### src/rtl/cpu_pkg.sv
// Shared CPU definitions: bus widths, opcode encodings and the fetch-state type.
package cpu_pkg;

   localparam int unsigned ADDR_W = 9;
   localparam int unsigned DATA_W = 32;

   localparam logic [5:0] OP_RTYPE = 6'b000000;
   localparam logic [5:0] OP_ADDI  = 6'b001000;
   localparam logic [5:0] OP_J     = 6'b000010;
   localparam logic [5:0] OP_BEQ   = 6'b000100;
   localparam logic [5:0] OP_BLE   = 6'b100001;
   localparam logic [5:0] OP_LW    = 6'b100011;
   localparam logic [5:0] OP_SW    = 6'b101011;

   typedef enum logic [1:0] {
      IDLE,
      RUN,
      HALT
   } fetch_state_e;

endpackage

### src/rtl/fetch_skid_buffer.sv
// One-entry output register backed by a one-entry skid, so a word returning
// while decode stalls is parked instead of lost.
module fetch_skid_buffer #(
   parameter int unsigned W = 42
) (
   input  logic         clk,
   input  logic         reset,
   input  logic         flush,
   input  logic         in_valid,
   input  logic [W-1:0] in_data,
   input  logic         out_ready,
   output logic         out_valid,
   output logic [W-1:0] out_data,
   output logic         skid_valid
);

   logic         out_valid_q, out_valid_d;
   logic         skid_valid_q, skid_valid_d;
   logic [W-1:0] out_data_q, out_data_d;
   logic [W-1:0] skid_data_q, skid_data_d;

   always_comb begin
      out_valid_d  = out_valid_q;
      out_data_d   = out_data_q;
      skid_valid_d = skid_valid_q;
      skid_data_d  = skid_data_q;
      if (flush) begin
         out_valid_d  = 1'b0;
         skid_valid_d = 1'b0;
      end else if (!out_valid_q || out_ready) begin
         // Output slot frees up: the older skid word has priority over the new one.
         if (skid_valid_q) begin
            out_valid_d  = 1'b1;
            out_data_d   = skid_data_q;
            skid_valid_d = in_valid;
            skid_data_d  = in_data;
         end else begin
            out_valid_d = in_valid;
            if (in_valid) out_data_d = in_data;
         end
      end else if (in_valid) begin
         skid_valid_d = 1'b1;
         skid_data_d  = in_data;
      end
   end

   always_ff @(posedge clk) begin
      if (reset) begin
         out_valid_q  <= 1'b0;
         skid_valid_q <= 1'b0;
         out_data_q   <= '0;
         skid_data_q  <= '0;
      end else begin
         out_valid_q  <= out_valid_d;
         skid_valid_q <= skid_valid_d;
         out_data_q   <= out_data_d;
         skid_data_q  <= skid_data_d;
      end
   end

   assign out_valid  = out_valid_q;
   assign out_data   = out_data_q;
   assign skid_valid = skid_valid_q;

endmodule

### src/rtl/instr_fetch_unit.sv
// Instruction fetch: owns the PC, reads the instruction memory, resolves `j`
// locally, takes branch redirects from execute and stops on an all-zero word.
module instr_fetch_unit import cpu_pkg::*; #(
   parameter int unsigned              ADDR_W   = cpu_pkg::ADDR_W,
   parameter int unsigned              DATA_W   = cpu_pkg::DATA_W,
   parameter logic [ADDR_W-1:0]        START_PC = ADDR_W'(1)
) (
   input  logic              clk,
   input  logic              reset,
   input  logic              go,
   output logic              mem_en,
   output logic [ADDR_W-1:0] mem_addr,
   input  logic [DATA_W-1:0] mem_rdata,
   output logic              if_valid,
   input  logic              if_ready,
   output logic [DATA_W-1:0] if_instr,
   output logic [ADDR_W-1:0] if_pc,
   output logic              if_is_jump,
   input  logic              redirect_valid,
   input  logic [ADDR_W-1:0] redirect_pc,
   output logic              halted
);

   localparam int unsigned ENTRY_W = DATA_W + ADDR_W + 1;

   fetch_state_e      state_q, state_d;
   logic [ADDR_W-1:0] pc_q, pc_d;
   logic [ADDR_W-1:0] ret_pc_q, ret_pc_d;
   logic              inflight_q, inflight_d;

   logic               redir, issue, ret_jump, ret_halt;
   logic [1:0]         occ;
   logic               buf_out_valid, buf_skid_valid;
   logic [ENTRY_W-1:0] buf_out_data;

   assign redir    = redirect_valid && (state_q != IDLE);
   assign ret_jump = inflight_q && (mem_rdata[DATA_W-1 -: 6] == OP_J);
   assign ret_halt = inflight_q && (mem_rdata == '0);

   // Words that will still be held after this cycle's consumption; two is the limit.
   assign occ   = 2'(buf_out_valid) + 2'(buf_skid_valid) + 2'(inflight_q)
                - 2'(buf_out_valid & if_ready);
   assign issue = (state_q == RUN) && (occ < 2'd2) && !redir;

   always_comb begin
      state_d    = state_q;
      pc_d       = pc_q;
      ret_pc_d   = ret_pc_q;
      inflight_d = issue;
      mem_en     = issue;
      mem_addr   = pc_q;
      if (issue) begin
         pc_d     = pc_q + 1'b1;
         ret_pc_d = pc_q;
      end
      case (state_q)
         IDLE: if (go) state_d = RUN;
         RUN: begin
            // A same-cycle issue is squashed by clearing its in-flight flag.
            if (ret_halt) begin
               state_d    = HALT;
               inflight_d = 1'b0;
            end else if (ret_jump) begin
               pc_d       = mem_rdata[ADDR_W-1:0];
               inflight_d = 1'b0;
            end
         end
         HALT: ;
         default: state_d = IDLE;
      endcase
      if (redir) begin
         state_d    = RUN;
         pc_d       = redirect_pc;
         inflight_d = 1'b0;
      end
   end

   always_ff @(posedge clk) begin
      if (reset) begin
         state_q    <= IDLE;
         pc_q       <= START_PC;
         ret_pc_q   <= '0;
         inflight_q <= 1'b0;
      end else begin
         state_q    <= state_d;
         pc_q       <= pc_d;
         ret_pc_q   <= ret_pc_d;
         inflight_q <= inflight_d;
      end
   end

   fetch_skid_buffer #(.W(ENTRY_W)) u_skid (
      .clk        (clk),
      .reset      (reset),
      .flush      (redir),
      .in_valid   (inflight_q && !redir),
      .in_data    ({mem_rdata, ret_pc_q, ret_jump}),
      .out_ready  (if_ready),
      .out_valid  (buf_out_valid),
      .out_data   (buf_out_data),
      .skid_valid (buf_skid_valid)
   );

   assign if_valid                       = buf_out_valid;
   assign {if_instr, if_pc, if_is_jump} = buf_out_data;
   assign halted                         = (state_q == HALT);

endmodule

### config.mk
export PLATFORM = sky130hd
export DESIGN_NAME = instr_fetch_unit
export DESIGN_NICKNAME = d
export VERILOG_FILES = /design/src/rtl/cpu_pkg.sv /design/src/rtl/fetch_skid_buffer.sv /design/src/rtl/instr_fetch_unit.sv
export SDC_FILE = /design/constraint.sdc
export NUM_CORES = 1
export LEC_CHECK = 0
export CAP_MARGIN = 20
export CORE_ASPECT_RATIO = 0.6
export CORE_MARGIN = 2
export CORE_UTILIZATION = 35
export CTS_CLUSTER_SIZE = 24
export DETAILED_ROUTE_END_ITERATION = 16
export PLACE_DENSITY = 0.68
export SYNTH_ARGS = -nofsm -noshare
export SYNTH_HDL_FRONTEND = slang
export SYNTH_HIERARCHICAL = 1
export SYNTH_SLANG_ARGS = --single-unit
export TNS_END_PERCENT = 1
### constraint.sdc
create_clock -name clk -period 2.7 [get_ports clk]
set_clock_uncertainty 0.2 [all_clocks]
set_input_delay 0.54 -clock clk [delete_from_list [all_inputs] [get_ports clk]]
set_output_delay 0.54 -clock clk [all_outputs]
set_load 0.05 [all_outputs]
* Yosys cells after proc, flatten, opt, wreduce, memory -nomap -nowiden
Index checks and enable logic that the tools add are counted.
Storage, ports and cells: flip-flop bits (word level) 107, input port bits 46, output and inout bits 54
Cells by class: add/sub/neg operators 4, $lt $le $gt $ge 1, equal/unequal tests 9, muxes and demuxes 20, bitwise gates (word level) 3, reductions and logical operators 19
Operators by type and width (count):
- $mux 42 | 4
- $mux 9 | 5
- $logic_not 32->1 | 1
- $reduce_and 3->1 | 4
- $add 9x1->9 const B | 1
- $mux 1 | 8
- $eq 6x2->1 const B | 1
- $logic_and 1x1->1 | 6
- $ne 3x3->1 const B | 2
- $pmux 2 s3 | 1
- $reduce_bool 2->1 | 3
- $mux 2 | 2
- $ne 2x1->1 const B | 2
- $ne 2x2->1 const B | 2
- $add 1x1->2 | 1
- $add 2x1->2 | 1
- $eq 2x1->1 const B | 1
- $eq 2x2->1 const B | 1
- $logic_not 1->1 | 2
- $logic_not 2->1 | 1
- $lt 2x2->1 const B | 1
- $not 1->1 | 2
- $reduce_or 2->1 | 1
- $sub 2x1->2 | 1
- 2 further kinds | 2

* Depth between registers and ports, before layout
depth after elaboration 11, mapped depth 11

* By module
Netlist, hierarchy kept.
By module, submodules not included:
- fetch_skid_buffer | times used 1, cells an instance 387, area an instance 4300.4 um^2, sequential area each 1721.7 um^2
- instr_fetch_unit | times used 1, cells an instance 146, area an instance 1164.9 um^2, sequential area each 420.4 um^2

* Worst setup path before layout
Ideal clock, no wire load.
kind reg2out, start point register u_skid.out_valid_q (netlist: u_skid/out_valid), end point output port mem_en, data arrival time 2.271 ns, data required time 1.960 ns, slack -0.311 ns, stages on the path, launching flop included 9, path buffers 1, cells stage by stage dfxtp_1 -> and2_1 -> ha_1 -> inv_1 -> ha_1 -> a21oi_1 -> mux2i_2 -> inv_2 -> buf_2
Between the ends: word-level cells in the longest chain between the ends 6, elaborated cells between the ends (all ways) 7
Ends and longest elaborated chain:
- from (decl) | line fetch_skid_buffer.sv:17 | logic out_valid_q, out_valid_d;
- from (signal assigned) | line fetch_skid_buffer.sv:54 | out_valid_q <= out_valid_d;
- $add 1x1->2 | line instr_fetch_unit.sv:41 | assign occ = 2'(buf_out_valid) + 2'(buf_skid_valid) + 2'(inflight_q)
- $add 2x1->2 | line instr_fetch_unit.sv:41
- $sub 2x1->2 * | line instr_fetch_unit.sv:42 | - 2'(buf_out_valid & if_ready);
- $lt 2x2->1 * | line instr_fetch_unit.sv:43 | assign issue = (state_q == RUN) && (occ < 2'd2) && !redir;
- $logic_and 1x1->1 * (2 in a row) | line instr_fetch_unit.sv:43
- to (decl) | line instr_fetch_unit.sv:11 | output logic mem_en,
Every way passes the cells marked *; elsewhere a longest branch is shown, timed or not.

* Worst setup path in the final report
start point input port if_ready, end point output port mem_en
Between the ends: word-level cells in the longest chain between the ends 5
Ends and longest elaborated chain:
- from (decl) | line instr_fetch_unit.sv:15 | input logic if_ready,
- $and 1x1->1 | line instr_fetch_unit.sv:42
- $sub 2x1->2 | line instr_fetch_unit.sv:42
- $lt 2x2->1 | line instr_fetch_unit.sv:43
- $logic_and 1x1->1 (2 in a row) | line instr_fetch_unit.sv:43
Every way passes these cells.

==> summary.txt <==
STA
  • Max Slew Vio Count: 0
  • Slew HR: 56.2%
  • Period utilization: 100%
  • Final Critical Period: 2700 ps
  • Setup violations, final: 1
  • Max Fclk: 370 MHz
  • Final count of hold timing violations: 0
  • RSZ-0062 raised after global routing: true
  • Least-Margin Pin Slew: 654 ps
  • Fin worst setup slack: -0.874 ps

Floorplanning
  • Chip Height: 101 um
  • Die area: 16700 sq um
  • Initial Util: 35.7%
  • CORE AREA: 15300 sq um
  • Die W: 165 um
  • # rows: 35
  • # IOs: 100

Routing
  • Final ANT Viol Nets: 0
  • Wirelength per Cell: 17.5 um
  • Average via count per standard cell: 5.08
  • DRC Markers: 0
  • Metal3 WL: 746 um
  • Vias: 4243
  • Iter 0 DRT Violations: 218
  • TritonRoute pass-1 iters: 4
  • Routed met2 length: 6.08 mm
  • Top sig layer: met4
  • Final WL: 14.6 mm
  • M1 WL: 7.64 mm

Yosys
  • Seq cells post-synth: 107
  • Synth Flop Type: dfxtp_1
  • Post-synthesis cell count: 533
  • Cell with the most instances after synthesis: dfxtp_1
  • Syn avg cell area: 10.3 sq um
  • Synth unique cells: 44
  • Area leader, netlist: dfxtp_1
  • Synth cell count leaders: dfxtp_1 (107), nand2b_1 (87), mux2i_1 (85)
  • Synth Warn #: 6
  • Register area share after synthesis: 39.2%
  • Post-Syn Nets: 582
  • Area contributors post-synth: dfxtp_1 (39%), mux2i_1 (16%), nand2b_1 (10%)
  • EDFF count, synth: 0
  • Share of the synthesized area in the top cell type: 39.2%
  • FFs w/ async S/R, synth: 0%
  • Synthesized area: 5470 sq um

Min path
  • Worst Hold Depth: 2
  • Hold/Removal Path Class: reg2reg
  • End point of the worst hold path: u_skid/skid_data_q[29]$_SDFFE_PP0P_
  • Hold_sp: u_skid/skid_data_q[29]$_SDFFE_PP0P_

GRT
  • GR Overflow Total: 0
  • Vias in the first global route: 4222
  • Largest net degree at the start of global routing: 90
  • Total GRT Usage: 17.8%
  • Global-route wire length before repair: 23.0 mm
  • Initial antenna violation count: 1

Critical path
  • Reg2Reg Depth: 12
  • Type of the worst setup path: in2out
  • R2R Path Start: u_skid/out_valid$_SDFFE_PP0P_
  • Setup crit start kind: input pin
  • Required @ worst endpoint: 1960 ps
  • Critical-path maximum fanout: 4
  • Crit end category: output port
  • Worst R2R Setup Slack: 200 ps
  • RR Endpoint: mem_addr[6]$_SDFF_PP0_
  • Critical path arrival: 1960 ps

Finish
  • Share of layout cells above drive strength 1: 23.1%
  • Area Overhead vs Synth: 29.6%
  • # fillers: 1445
  • Ant. Diodes: 0
  • Final Cell Area: 7090 sq um
  • Layout net count: 677

Placed design
  • RD Place Congestion: 0.812
  • Post-DP HPWL: 10.3 mm
  • Port bufs: 99
  • DP Area: 6760 sq um
  • Place WS: -442 ps

Clock tree
  • CTS tree: built
  • H-Tree Depth: 3
  • Clock transition at path regs: 70 ps
  • CTS Buf Count: 9
  • Clock latency on the worst-skew pair: 350 ps
  • CTS sink count: 107
  • CTS Buffer Depth: 2
  • Root buffer cell: clkbuf_16

Run status
  • Status: complete, but fails checks
  • Failing checks: setup timing

Job
  • MaxCap Viol Count: 0

Pwr
  • Worst vdd ir: 0.363 mV
  • Pleak: 2.22 nW
  • Total power: 3.58 mW
  • Power Density: 505 nW/um^2
[per-stage QoR]
stage / hold slack (ps) / util (%) / TNS [ps] / instances
floorplan: 248 / - / 0 / 533
global placement: 258 / 44.1 / -5290 / 818
detailed placement: 261 / 44.1 / -5800 / 818
CTS: 278 / 46.2 / -47.4 / 836
global route: 287 / 46.2 / -74.5 / 836
finish: 278 / 46.2 / -0.874 / 836
[worst max-delay path by stage]
stage                   to  depth (start not counted)  slack [ps]                           from
floorplan           mem_en                          8          30  u_skid/out_valid$_SDFFE_PP0P_
global placement    mem_en                          9        -430                       if_ready
detailed placement  mem_en                          9        -440                       if_ready
CTS                 mem_en                          8         -50  u_skid/out_valid$_SDFFE_PP0P_
global route        mem_en                          8         -70  u_skid/out_valid$_SDFFE_PP0P_
finish              mem_en                          9        -0.9                       if_ready
[routing by layer]
layer  vias to the layer above  global-route usage, %
li1                       2070                      -
met1                      2042                   26.9
met2                       119                   26.0
met3                        12                   4.07
met5                         -                      0
met4                         0                   3.32
[critical path: stages]
cell	delay, ps
buf_2	120
and2_4	160
ha_4	250
inv_2	40
ha_4	210
a21oi_4	140
mux2i_4	270
inv_2	80
buf_8	150
[cell usage in the layout (no fill, tap or decap), types with 2 or more instances in the layout]
cell | Yosys | routed
a211oi_1 | 3 | 3
a211oi_2 | 40 | 40
nand2b_1 | 87 | 86
ha_4 | 0 | 2
mux2i_1 | 85 | 85
buf_12 | 0 | 6
o21a_1 | 2 | 2
nor3_4 | 1 | 2
inv_2 | 1 | 2
dfxtp_1 | 107 | 105
a21oi_2 | 40 | 40
a21oi_1 | 14 | 13
xnor2_1 | 7 | 7
inv_1 | 12 | 11
nor4_1 | 6 | 6
inv_6 | 0 | 3
clkdlybuf4s50_1 | 0 | 95
clkbuf_16 | 0 | 9
nor3_1 | 8 | 8
nor2_1 | 11 | 11
nand3_1 | 5 | 5
o221ai_1 | 8 | 8
buf_4 | 6 | 22
nand2_1 | 29 | 29
[area by class of cell]
cell class,instances,area [sq um],share of cell area [%]
clock buffer,10,239,3.37
clock inverter,6,70.1,0.989
inverter,13,48.8,0.689
multi-input combinational,371,3060,43.2
sequential,107,2150,30.3
tap,203,254,3.58
timing repair buffer,126,1260,17.9
[where the power goes]
| part | leakage, nW | internal [mW] | switching (mW) |
|---|---|---|---|
| Clock | 0.154 | 0.756 | 0.620 |
| Sequential | 0.868 | 1.61 | 0.0382 |
| Combinational | 1.20 | 0.234 | 0.317 |
| Total | 2.22 | 2.60 | 0.975 |
[what timing repair did]
action	CTS	global route
gates resized for setup	8	0
pin swaps	2	2
endpoints found under the setup margin	5	1
buffers inserted	2	0
hold buffers	0	0
[cells by family (layout without fill, tap and decap cells)]
| family | Yosys count | count (layout) | share of synthesized area (%) |
|---|---|---|---|
| buf+inv | 55 | 155 | 5.81 |
| flops | 107 | 107 | 39.2 |
| mux | 86 | 86 | 15.8 |
| compound gates | 113 | 113 | 19.9 |
| fa+ha+maj | 3 | 3 | 0.687 |
| xor+xnor | 7 | 7 | 1.12 |
| simple gates | 162 | 162 | 17.5 |
[flip-flops by register name (all words and copies together) (netlist names)]
name                flops
state_q                 2
u_skid/out_valid        1
u_skid/skid_data_q     42
ret_pc_q                9
inflight_q              1
u_skid/skid_valid       1
u_skid/out_data        42
mem_addr                9
Power figures use the tool's default switching activity.
